`config.mk`:
```
export PLATFORM = sky130hd
export DESIGN_NAME = down_timer_reload_flat
export DESIGN_NICKNAME = d
export VERILOG_FILES = /design/src/rtl/down_timer_reload_if.sv /design/src/rtl/down_timer_reload.sv /design/src/flat_wrapper.sv
export SDC_FILE = /design/constraint.sdc
export NUM_CORES = 1
export LEC_CHECK = 0
export CORE_UTILIZATION = 50
export DETAILED_ROUTE_END_ITERATION = 8
export GPL_ROUTABILITY_DRIVEN = 0
export PLACE_DENSITY = 0.9
export REMOVE_ABC_BUFFERS = 1
export SKIP_LAST_GASP = 1
export SLEW_MARGIN = 5
export SYNTH_ARGS = -nofsm -noshare
export SYNTH_HDL_FRONTEND = slang
export SYNTH_SLANG_ARGS = --single-unit
```
`constraint.sdc`:
```
create_clock -name clk -period 6.92 [get_ports clk]
set_clock_uncertainty 0.05 [all_clocks]
set_input_delay 1.384 -clock clk [delete_from_list [all_inputs] [get_ports clk]]
set_output_delay 1.384 -clock clk [all_outputs]
set_load 0.05 [all_outputs]
```
`src/rtl/down_timer_reload_if.sv`:
```
// Bus bundle for the down timer: control/load inputs from the master,
// count, borrow chain, terminal-count pulse and FSM state from the timer.
interface down_timer_reload_if #(
    parameter int WIDTH = 8
);
    logic               ld;
    logic               s_s;
    logic               mode;
    logic [WIDTH-1:0]   d;
    logic [WIDTH-1:0]   cnt;
    logic [WIDTH/4-1:0] br;
    logic               tc;
    logic               busy;
    logic [1:0]         state;   // debug view of the FSM: 0 IDLE, 1 RUN, 2 PAUSE, 3 DONE

    // Plain level interface, no handshake: the master drives ld/s_s/mode/d
    // and they are sampled on every rising clock edge; the timer's outputs
    // are valid every cycle (cnt/tc/busy/state registered, br combinational).
    modport master (output ld, s_s, mode, d, input cnt, br, tc, busy, state);
    modport slave  (input ld, s_s, mode, d, output cnt, br, tc, busy, state);
endinterface

```
`src/rtl/down_timer_reload.sv`:
```
// Programmable down-counter built from cascaded 4-bit slices chained by borrow,
// with a small FSM for one-shot or periodic (auto-reload) timing and a
// registered one-cycle terminal-count pulse.
module down_timer_reload #(
    parameter int WIDTH = 8
) (
    input logic                clk,
    input logic                clr_n,
    down_timer_reload_if.slave bus
);
    localparam int NS = WIDTH / 4;

    typedef enum logic [1:0] {
        IDLE  = 2'd0,
        RUN   = 2'd1,
        PAUSE = 2'd2,
        DONE  = 2'd3
    } state_t;

    state_t           state_q, state_d;
    logic [WIDTH-1:0] cnt_q, cnt_d, cnt_dec, rld_q;
    logic             tc_q;
    logic             run_ok, dec_en, term;
    logic [NS-1:0]    slice_en, br;

    // Decrement enable and terminal event; ld always wins over counting.
    always_comb begin
        run_ok = (state_q == RUN) || (state_q == PAUSE) ||
                 ((state_q == IDLE) && (cnt_q != '0));
        dec_en = bus.s_s && !bus.ld && run_ok;
        term   = dec_en && (cnt_q == WIDTH'(1));
    end

    // Nibble slices: each decrements when the slice below borrows;
    // a slice at zero passes the borrow up and wraps to F.
    for (genvar i = 0; i < NS; i++) begin : g_slice
        if (i == 0) begin : g_first
            assign slice_en[i] = dec_en;
        end else begin : g_next
            assign slice_en[i] = br[i-1];
        end
        assign br[i]            = slice_en[i] && (cnt_q[4*i +: 4] == 4'd0);
        assign cnt_dec[4*i +: 4] = slice_en[i] ? (cnt_q[4*i +: 4] - 4'd1)
                                               : cnt_q[4*i +: 4];
    end

    // Next count and next state; the terminal event overrides the slice
    // result so the count never wraps below zero.
    always_comb begin
        state_d = state_q;
        cnt_d   = cnt_q;
        if (bus.ld) begin
            state_d = IDLE;
            cnt_d   = bus.d;
        end else begin
            if (term) begin
                cnt_d = bus.mode ? rld_q : '0;
            end else if (dec_en) begin
                cnt_d = cnt_dec;
            end
            case (state_q)
                IDLE:    if (dec_en) state_d = RUN;
                RUN:     if (!bus.s_s) state_d = PAUSE;
                PAUSE:   if (bus.s_s) state_d = RUN;
                DONE:    state_d = DONE;
                default: state_d = IDLE;
            endcase
            if (term && !bus.mode) begin
                state_d = DONE;
            end
        end
    end

    // State, count, reload value and terminal-count pulse registers.
    always_ff @(posedge clk or negedge clr_n) begin
        if (!clr_n) begin
            state_q <= IDLE;
            cnt_q   <= '0;
            rld_q   <= '0;
            tc_q    <= 1'b0;
        end else begin
            state_q <= state_d;
            cnt_q   <= cnt_d;
            tc_q    <= term;
            if (bus.ld) begin
                rld_q <= bus.d;
            end
        end
    end

    assign bus.cnt   = cnt_q;
    assign bus.br    = br;
    assign bus.tc    = tc_q;
    assign bus.busy  = (state_q == RUN) || (state_q == PAUSE);
    assign bus.state = state_q;
endmodule

```
`src/flat_wrapper.sv`:
```
// flat-port wrapper written by rule: the top's interface ports become plain ports
module down_timer_reload_flat 
#(
    parameter int WIDTH = 8
)
  (clk, clr_n, bus_ld, bus_s_s, bus_mode, bus_d, bus_cnt, bus_br, bus_tc, bus_busy, bus_state);
  down_timer_reload_if #(.WIDTH(WIDTH)) bus_i ();
  input logic clk;
  input logic clr_n;
  input wire logic [$bits(bus_i.ld)-1:0] bus_ld;
  input wire logic [$bits(bus_i.s_s)-1:0] bus_s_s;
  input wire logic [$bits(bus_i.mode)-1:0] bus_mode;
  input wire logic [$bits(bus_i.d)-1:0] bus_d;
  output wire logic [$bits(bus_i.cnt)-1:0] bus_cnt;
  output wire logic [$bits(bus_i.br)-1:0] bus_br;
  output wire logic [$bits(bus_i.tc)-1:0] bus_tc;
  output wire logic [$bits(bus_i.busy)-1:0] bus_busy;
  output wire logic [$bits(bus_i.state)-1:0] bus_state;
  assign bus_i.ld = bus_ld;
  assign bus_i.s_s = bus_s_s;
  assign bus_i.mode = bus_mode;
  assign bus_i.d = bus_d;
  assign bus_cnt = bus_i.cnt;
  assign bus_br = bus_i.br;
  assign bus_tc = bus_i.tc;
  assign bus_busy = bus_i.busy;
  assign bus_state = bus_i.state;
  down_timer_reload #(.WIDTH(WIDTH)) u_core (.clk(clk), .clr_n(clr_n), .bus(bus_i));
endmodule
```
==> flow_summary.yaml <==
pwr:
  max-vdd-ir-drop_mv: 0.220
  leakage_nw: 0.665
  powerDensity_nw_per_um2: 308
drt:
  wl_per_cell_um: 15.0
  top_layer_used: "met4"
  wl_met3_um: 139
  ant_nets: 0
  met1_length_um: 1280
  vias: 1081
  drt_iter0_markers: 29
  routed_wl_um: 2830
  via_per_inst: 5.72
  dr.pass1.iters: 4
  wl_met2_um: 1400
  drc_errors: 0
setup_path:
  critPathKind: "input port to output pin"
  cp_max_fo: 31
  cp-end-kind: "output pin"
  required_ps: 5490
  critPathTopFamily: "buffers and inverters"
  crit_path_start: "bus_ld"
  cp.arrival_ps: 3340
  path_cells: "clkdlybuf4s50_1 > buf_4 > nor2b_1 > nand4_1 > inv_1 > and2_1 > clkdlybuf4s50_1"
  rr_worst_depth: 7
  endpoint: "bus_br[1]"
  crit_buf_inv: 4
  r2r-end: "u_core.bus.cnt[5]"
  cp_slowest_stage_delay_ps: 790
  r2r_slack_ps: 4460
  worstReg2RegStart: "u_core.bus.state[0]"
  path_common_cell: "clkdlybuf4s50_1"
  critPathLaunchType: "input port"
  cp_num_cells: 7
  cpMaxStageDelayCell: "clkdlybuf4s50_1"
sta:
  fin_hold_ws_ps: 472
  fin_crit_sh: 0.689
  rsz0062_at_grt: "false"
  slew_headroom: 0.436
  finalHoldViolCount: 0
  tightest_slew_ps: 843
  finalCriticalPeriod_ps: 4770
  fmax_mhz: 210
  final.setup.tns_ps: 0
  slew_viol_final: 0
  setup_viol: 0
clocking:
  cts_root_buf: "clkbuf_4"
  cts_made_buffers: 3
  h-tree-depth: 1
  postCtsHoldBufs: 0
  cts_sinks: 19
  ctsResizeCount: 0
  path_clk_slew_ps: 110
  clk_path_buf_depth: 2
  postCtsSetupBuffers: 0
  cts_tree: "built"
  clock_latency_ps: 290
logic_synthesis:
  synth.avg_cell_area_um2: 9.42
  ys_async_sr_fraction: 1.00
  synth_ff_type: "dfrtp_1"
  seq_area_frac_synth: 0.374
  synth-edff-count: 0
  syn_inst: 135
  ys_types: 38
  synth-seq-cells: 19
  ys_warn_count: 0
  syn-cell-area_um2: 1270
flow_run:
  cap_violations: 0
place:
  dpl_cell_area_um2: 1550
  io_buffer_count: 26
  dpl.hpwl_um: 2110
final_layout:
  layout_commonest_cell: "clkdlybuf4s50_1"
  final_nets: 184
  diodes: 0
  final_cell_mix: "26 x clkdlybuf4s50_1, 19 x dfrtp_1, 13 x inv_1"
  final_area_um2: 1570
  syn_to_final_growth_pct: 23.7
  drive_gt1_frac: 0.143
grt:
  grt_antenna_before_repair: 0
  grt_remaining_overflow: 0
  grt_first_pass_wirelength_um: 4700
  grtUsageTotal: 0.232
  grt_pass1_vias: 995
  grt_max_degree: 32
floorplanning:
  die-width_um: 52.4
  start_util: 0.553
  fp-row-count: 17
  die_h_um: 52.4
  die_area_um2: 2750
  ioPinCount: 27
  core_um2: 2300
status:
  status: "completed"
min_path:
  hold_class: "flop to flop"
-- state kept, by name, indices dropped and copies added, names as in the netlist --
signal and flops:
u_core.bus.tc 1, u_core.rld_q 8, u_core.bus.cnt 8, u_core.bus.state 2
-- cell usage after synthesis (2+ instances only) --
library cell,count,share of area
nor3_1,3,0.012
o21ai_0,8,0.031
o31ai_1,2,0.012
a31oi_1,3,0.015
and3_1,2,0.0098
dfrtp_1,19,0.37
nor3b_1,2,0.012
nand4_1,3,0.015
a21oi_1,8,0.031
or2_2,3,0.015
and2_2,2,0.012
and3_4,2,0.018
nand3_1,3,0.012
nor2b_1,2,0.0098
and2_1,2,0.0098
xnor2_1,4,0.028
inv_1,13,0.038
ha_1,9,0.089
nor2_1,9,0.027
mux2_2,8,0.071
clkbuf_1,2,0.0059
o31a_1,2,0.014
nand2_1,9,0.027
-- cell type report --
| class | instances | area [um^2] |
|---|---|---|
| repair buffers | 27 | 268 |
| multi-input cells | 98 | 719 |
| inverters | 13 | 48.8 |
| fillers | 174 | 724 |
| clock buffers | 4 | 26.3 |
| well taps | 28 | 35.0 |
| flip-flops and latches | 19 | 475 |
-- worst min path at each step --
| stage | start | to | slack (ps) | cells past startpoint |
|---|---|---|---|---|
| floorplan | u_core.rld_q[4] | u_core.rld_q[4] | 430 | 1 |
| global placement | u_core.rld_q[6] | u_core.rld_q[6] | 440 | 1 |
| CTS | u_core.rld_q[5] | u_core.rld_q[5] | 480 | 1 |
| detailed placement | u_core.rld_q[5] | u_core.rld_q[5] | 450 | 1 |
| global route | u_core.rld_q[5] | u_core.rld_q[5] | 500 | 1 |
| finish | u_core.rld_q[5] | u_core.rld_q[5] | 470 | 1 |
-- through the flow --
step,power (mW),util,setup WS [ps],instances
3_3_place_gp,0.418,0.673,2180,185
5_1_grt,0.515,0.685,2040,189
2_1_floorplan,0.343,-,2680,130
4_1_cts,0.486,0.685,2160,189
6_report,0.485,0.685,2150,189
3_5_place_dp,0.429,0.673,2160,185
-- routing by layer --
metal,vias to the layer above,track usage
met2,28,0.369
met3,2,0.0174
met1,520,0.341
li1,531,-
met4,0,0.0526
met5,-,0
-- where the power goes --
part | switching [mW] | internal (mW) | leakage (nW) | total [mW]
Sequential | 0.0252 | 0.131 | 0.232 | 0.156
Combinational | 0.165 | 0.108 | 0.418 | 0.273
Clock | 0.0332 | 0.0224 | 0.0150 | 0.0556
Total | 0.223 | 0.262 | 0.665 | 0.485
-- kinds of logic (layout without fill, tap and decap cells) --
group | Yosys count | after routing | synth area share
xor+xnor | 4 | 4 | 0.0276
fa+ha+maj | 9 | 9 | 0.0886
buf+inv | 18 | 44 | 0.0600
mux | 9 | 9 | 0.0787
simple gates | 46 | 46 | 0.222
compound gates | 30 | 30 | 0.149
flops | 19 | 19 | 0.374
Power figures use the tool's default switching activity.
==> variant: new RTL, same settings <==
`WIDTH` is set to 8 in 3 places; all go to 12.
--- a/src/rtl/down_timer_reload_if.sv
+++ b/src/rtl/down_timer_reload_if.sv
@@ -1,7 +1,7 @@
 // Bus bundle for the down timer: control/load inputs from the master,
 // count, borrow chain, terminal-count pulse and FSM state from the timer.
 interface down_timer_reload_if #(
-    parameter int WIDTH = 8
+    parameter int WIDTH = 12
 );
     logic               ld;
     logic               s_s;
--- a/src/rtl/down_timer_reload.sv
+++ b/src/rtl/down_timer_reload.sv
@@ -2,7 +2,7 @@
 // with a small FSM for one-shot or periodic (auto-reload) timing and a
 // registered one-cycle terminal-count pulse.
 module down_timer_reload #(
-    parameter int WIDTH = 8
+    parameter int WIDTH = 12
 ) (
     input logic                clk,
     input logic                clr_n,
--- a/src/flat_wrapper.sv
+++ b/src/flat_wrapper.sv
@@ -1,7 +1,7 @@
 // flat-port wrapper written by rule: the top's interface ports become plain ports
 module down_timer_reload_flat 
 #(
-    parameter int WIDTH = 8
+    parameter int WIDTH = 12
 )
   (clk, clr_n, bus_ld, bus_s_s, bus_mode, bus_d, bus_cnt, bus_br, bus_tc, bus_busy, bus_state);
   down_timer_reload_if #(.WIDTH(WIDTH)) bus_i ();
Interface: changed (resized bus_br, bus_cnt and bus_d); port bits go from 27 to 36. The function was not compared with the original's and may differ.
==> variant against the unedited design <==
Sequential cell count up 8; largest power group unchanged; area after synthesis rose by 38%; power rose by 13%; cell count rose by 37%; clock power rose by 31%; maximum frequency fell by 10%; design area is 38% higher; wire length is 41% higher; setup slack worse by 0.54 ns.
==> variant: results (changes against the unedited design) <==
{| class="wikitable"
! Metric !! Value
|-
| Total wire length after detailed routing || 3990 microns (was 2830 microns)
|-
| Outcome || completed (unchanged)
|-
| Worst max-slew margin expressed relative to the limit || 0.658 (was 0.436)
|-
| Share of post-route cells with drive strength above 1 || 0.127 (was 0.143)
|-
| Synth top cells by count || dfrtp_1, inv_1, nand2_1 (was dfrtp_1, inv_1, ha_1, nand2_1, nor2_1)
|-
| Worst stage delay on the critical path || 0.82 ns (was 0.79 ns)
|-
| GRT met2 Usage || 0.374 (was 0.369)
|-
| Post-Route M1 WL || 1820 microns (was 1280 microns)
|-
| Pre-Repair DR Iteration Count || 4 (unchanged)
|-
| Sequential cell area fraction in the yosys report || 0.386 (was 0.374)
|-
| Endpoint of the worst hold path || u_core.bus.cnt[8] (was u_core.rld_q[5])
|-
| Setup slack of the most critical reg-to-reg path || 4.35 ns (was 4.46 ns)
|-
| Switching share of power || 0.450 (was 0.461)
|-
| Pin count of the biggest net entering global routing || 33 (was 32)
|-
| Port bufs || 35 (was 26)
|-
| Final #Nets || 241 (was 184)
|-
| Total leakage power || 0.918 nW (was 0.665 nW)
|-
| Worst Path Max Fanout || 32 (was 31)
|-
| Wire length per cell || 15.4 microns (was 15.0 microns)
|-
| Via count of the first global-routing pass || 1388 (was 995)
|-
| Endpoint of the lowest-slack register-to-register path || u_core.bus.cnt[7] (was u_core.bus.cnt[5])
|-
| Worst setup margin || 1.61 ns (was 2.15 ns)
|-
| Wire length on met2 || 1920 microns (was 1400 microns)
|-
| Worst skew pair latency || 0.34 ns (was 0.29 ns)
|-
| Total instance count after detailed placement || 254 (was 185)
|-
| Distinct cell type count after synthesis || 50 (was 38)
|-
| Global-route wire length before repair || 6490 microns (was 4700 microns)
|-
| Global routing usage on met3 || 0.0231 (was 0.0174)
|-
| DR iter-0 viols || 122 (was 29)
|-
| Met1 Use GR || 0.330 (was 0.341)
|-
| Max rail drop VDD || 151 uV (was 220 uV)
|-
| Placed inst area || 0.00214 sq mm (was 0.00155 sq mm)
|-
| Worst hold margin || 0.469 ns (was 0.472 ns)
|-
| Worst Path Arrival || 3.87 ns (was 3.34 ns)
|-
| Clk slew on worst S/H paths || 0.16 ns (was 0.11 ns)
|-
| Via total after detailed routing || 1491 (was 1081)
|-
| Aggregate global-route resource usage || 0.238 (was 0.232)
|-
| NetSw || 247 uW (was 223 uW)
|-
| Post-detail-place hpwl || 3020 microns (was 2110 microns)
|-
| Hold-critical path depth || 2 (was 1)
|-
| Met3 WL post-DR || 154 microns (was 139 microns)
|-
| Syn_area_per_cell || 9.84 sq um (was 9.42 sq um)
|-
| Hold wc startpoint || u_core.rld_q[8] (was u_core.rld_q[5])
|-
| Portion of total power attributed to combinational logic || 0.493 (was 0.563)
|}
[variant: logic make-up after synthesis]
kind of cell               count (synthesis)  share of synthesized area
AOI/OAI and AO/OA                         50                      0.199
xor gates and xnor gates                   4                     0.0200
adders and majority gates                 11                     0.0786
buffers and inverters                     24                     0.0543
DFF                                       27                      0.386
muxes                                     14                     0.0879
and+or+nand+nor                           48                      0.174
[variant: critical path: cells and delay by family]
kind / cells / cell delay [ns]
AO/OA/AOI/OAI: 1 / 0.33
AND/OR/NAND/NOR: 2 / 0.71
buffers and inverters: 3 / 1.45
[variant: layout make-up]
| type | count | area [sq um] |
|---|---|---|
| inverters | 17 | 63.8 |
| well taps | 46 | 57.6 |
| repair buffers | 37 | 365 |
| fillers | 276 | 1160 |
| flip-flops and latches | 27 | 676 |
| multi-input cells | 127 | 981 |
| clock inverters | 1 | 7.51 |
| clock buffers | 3 | 22.5 |
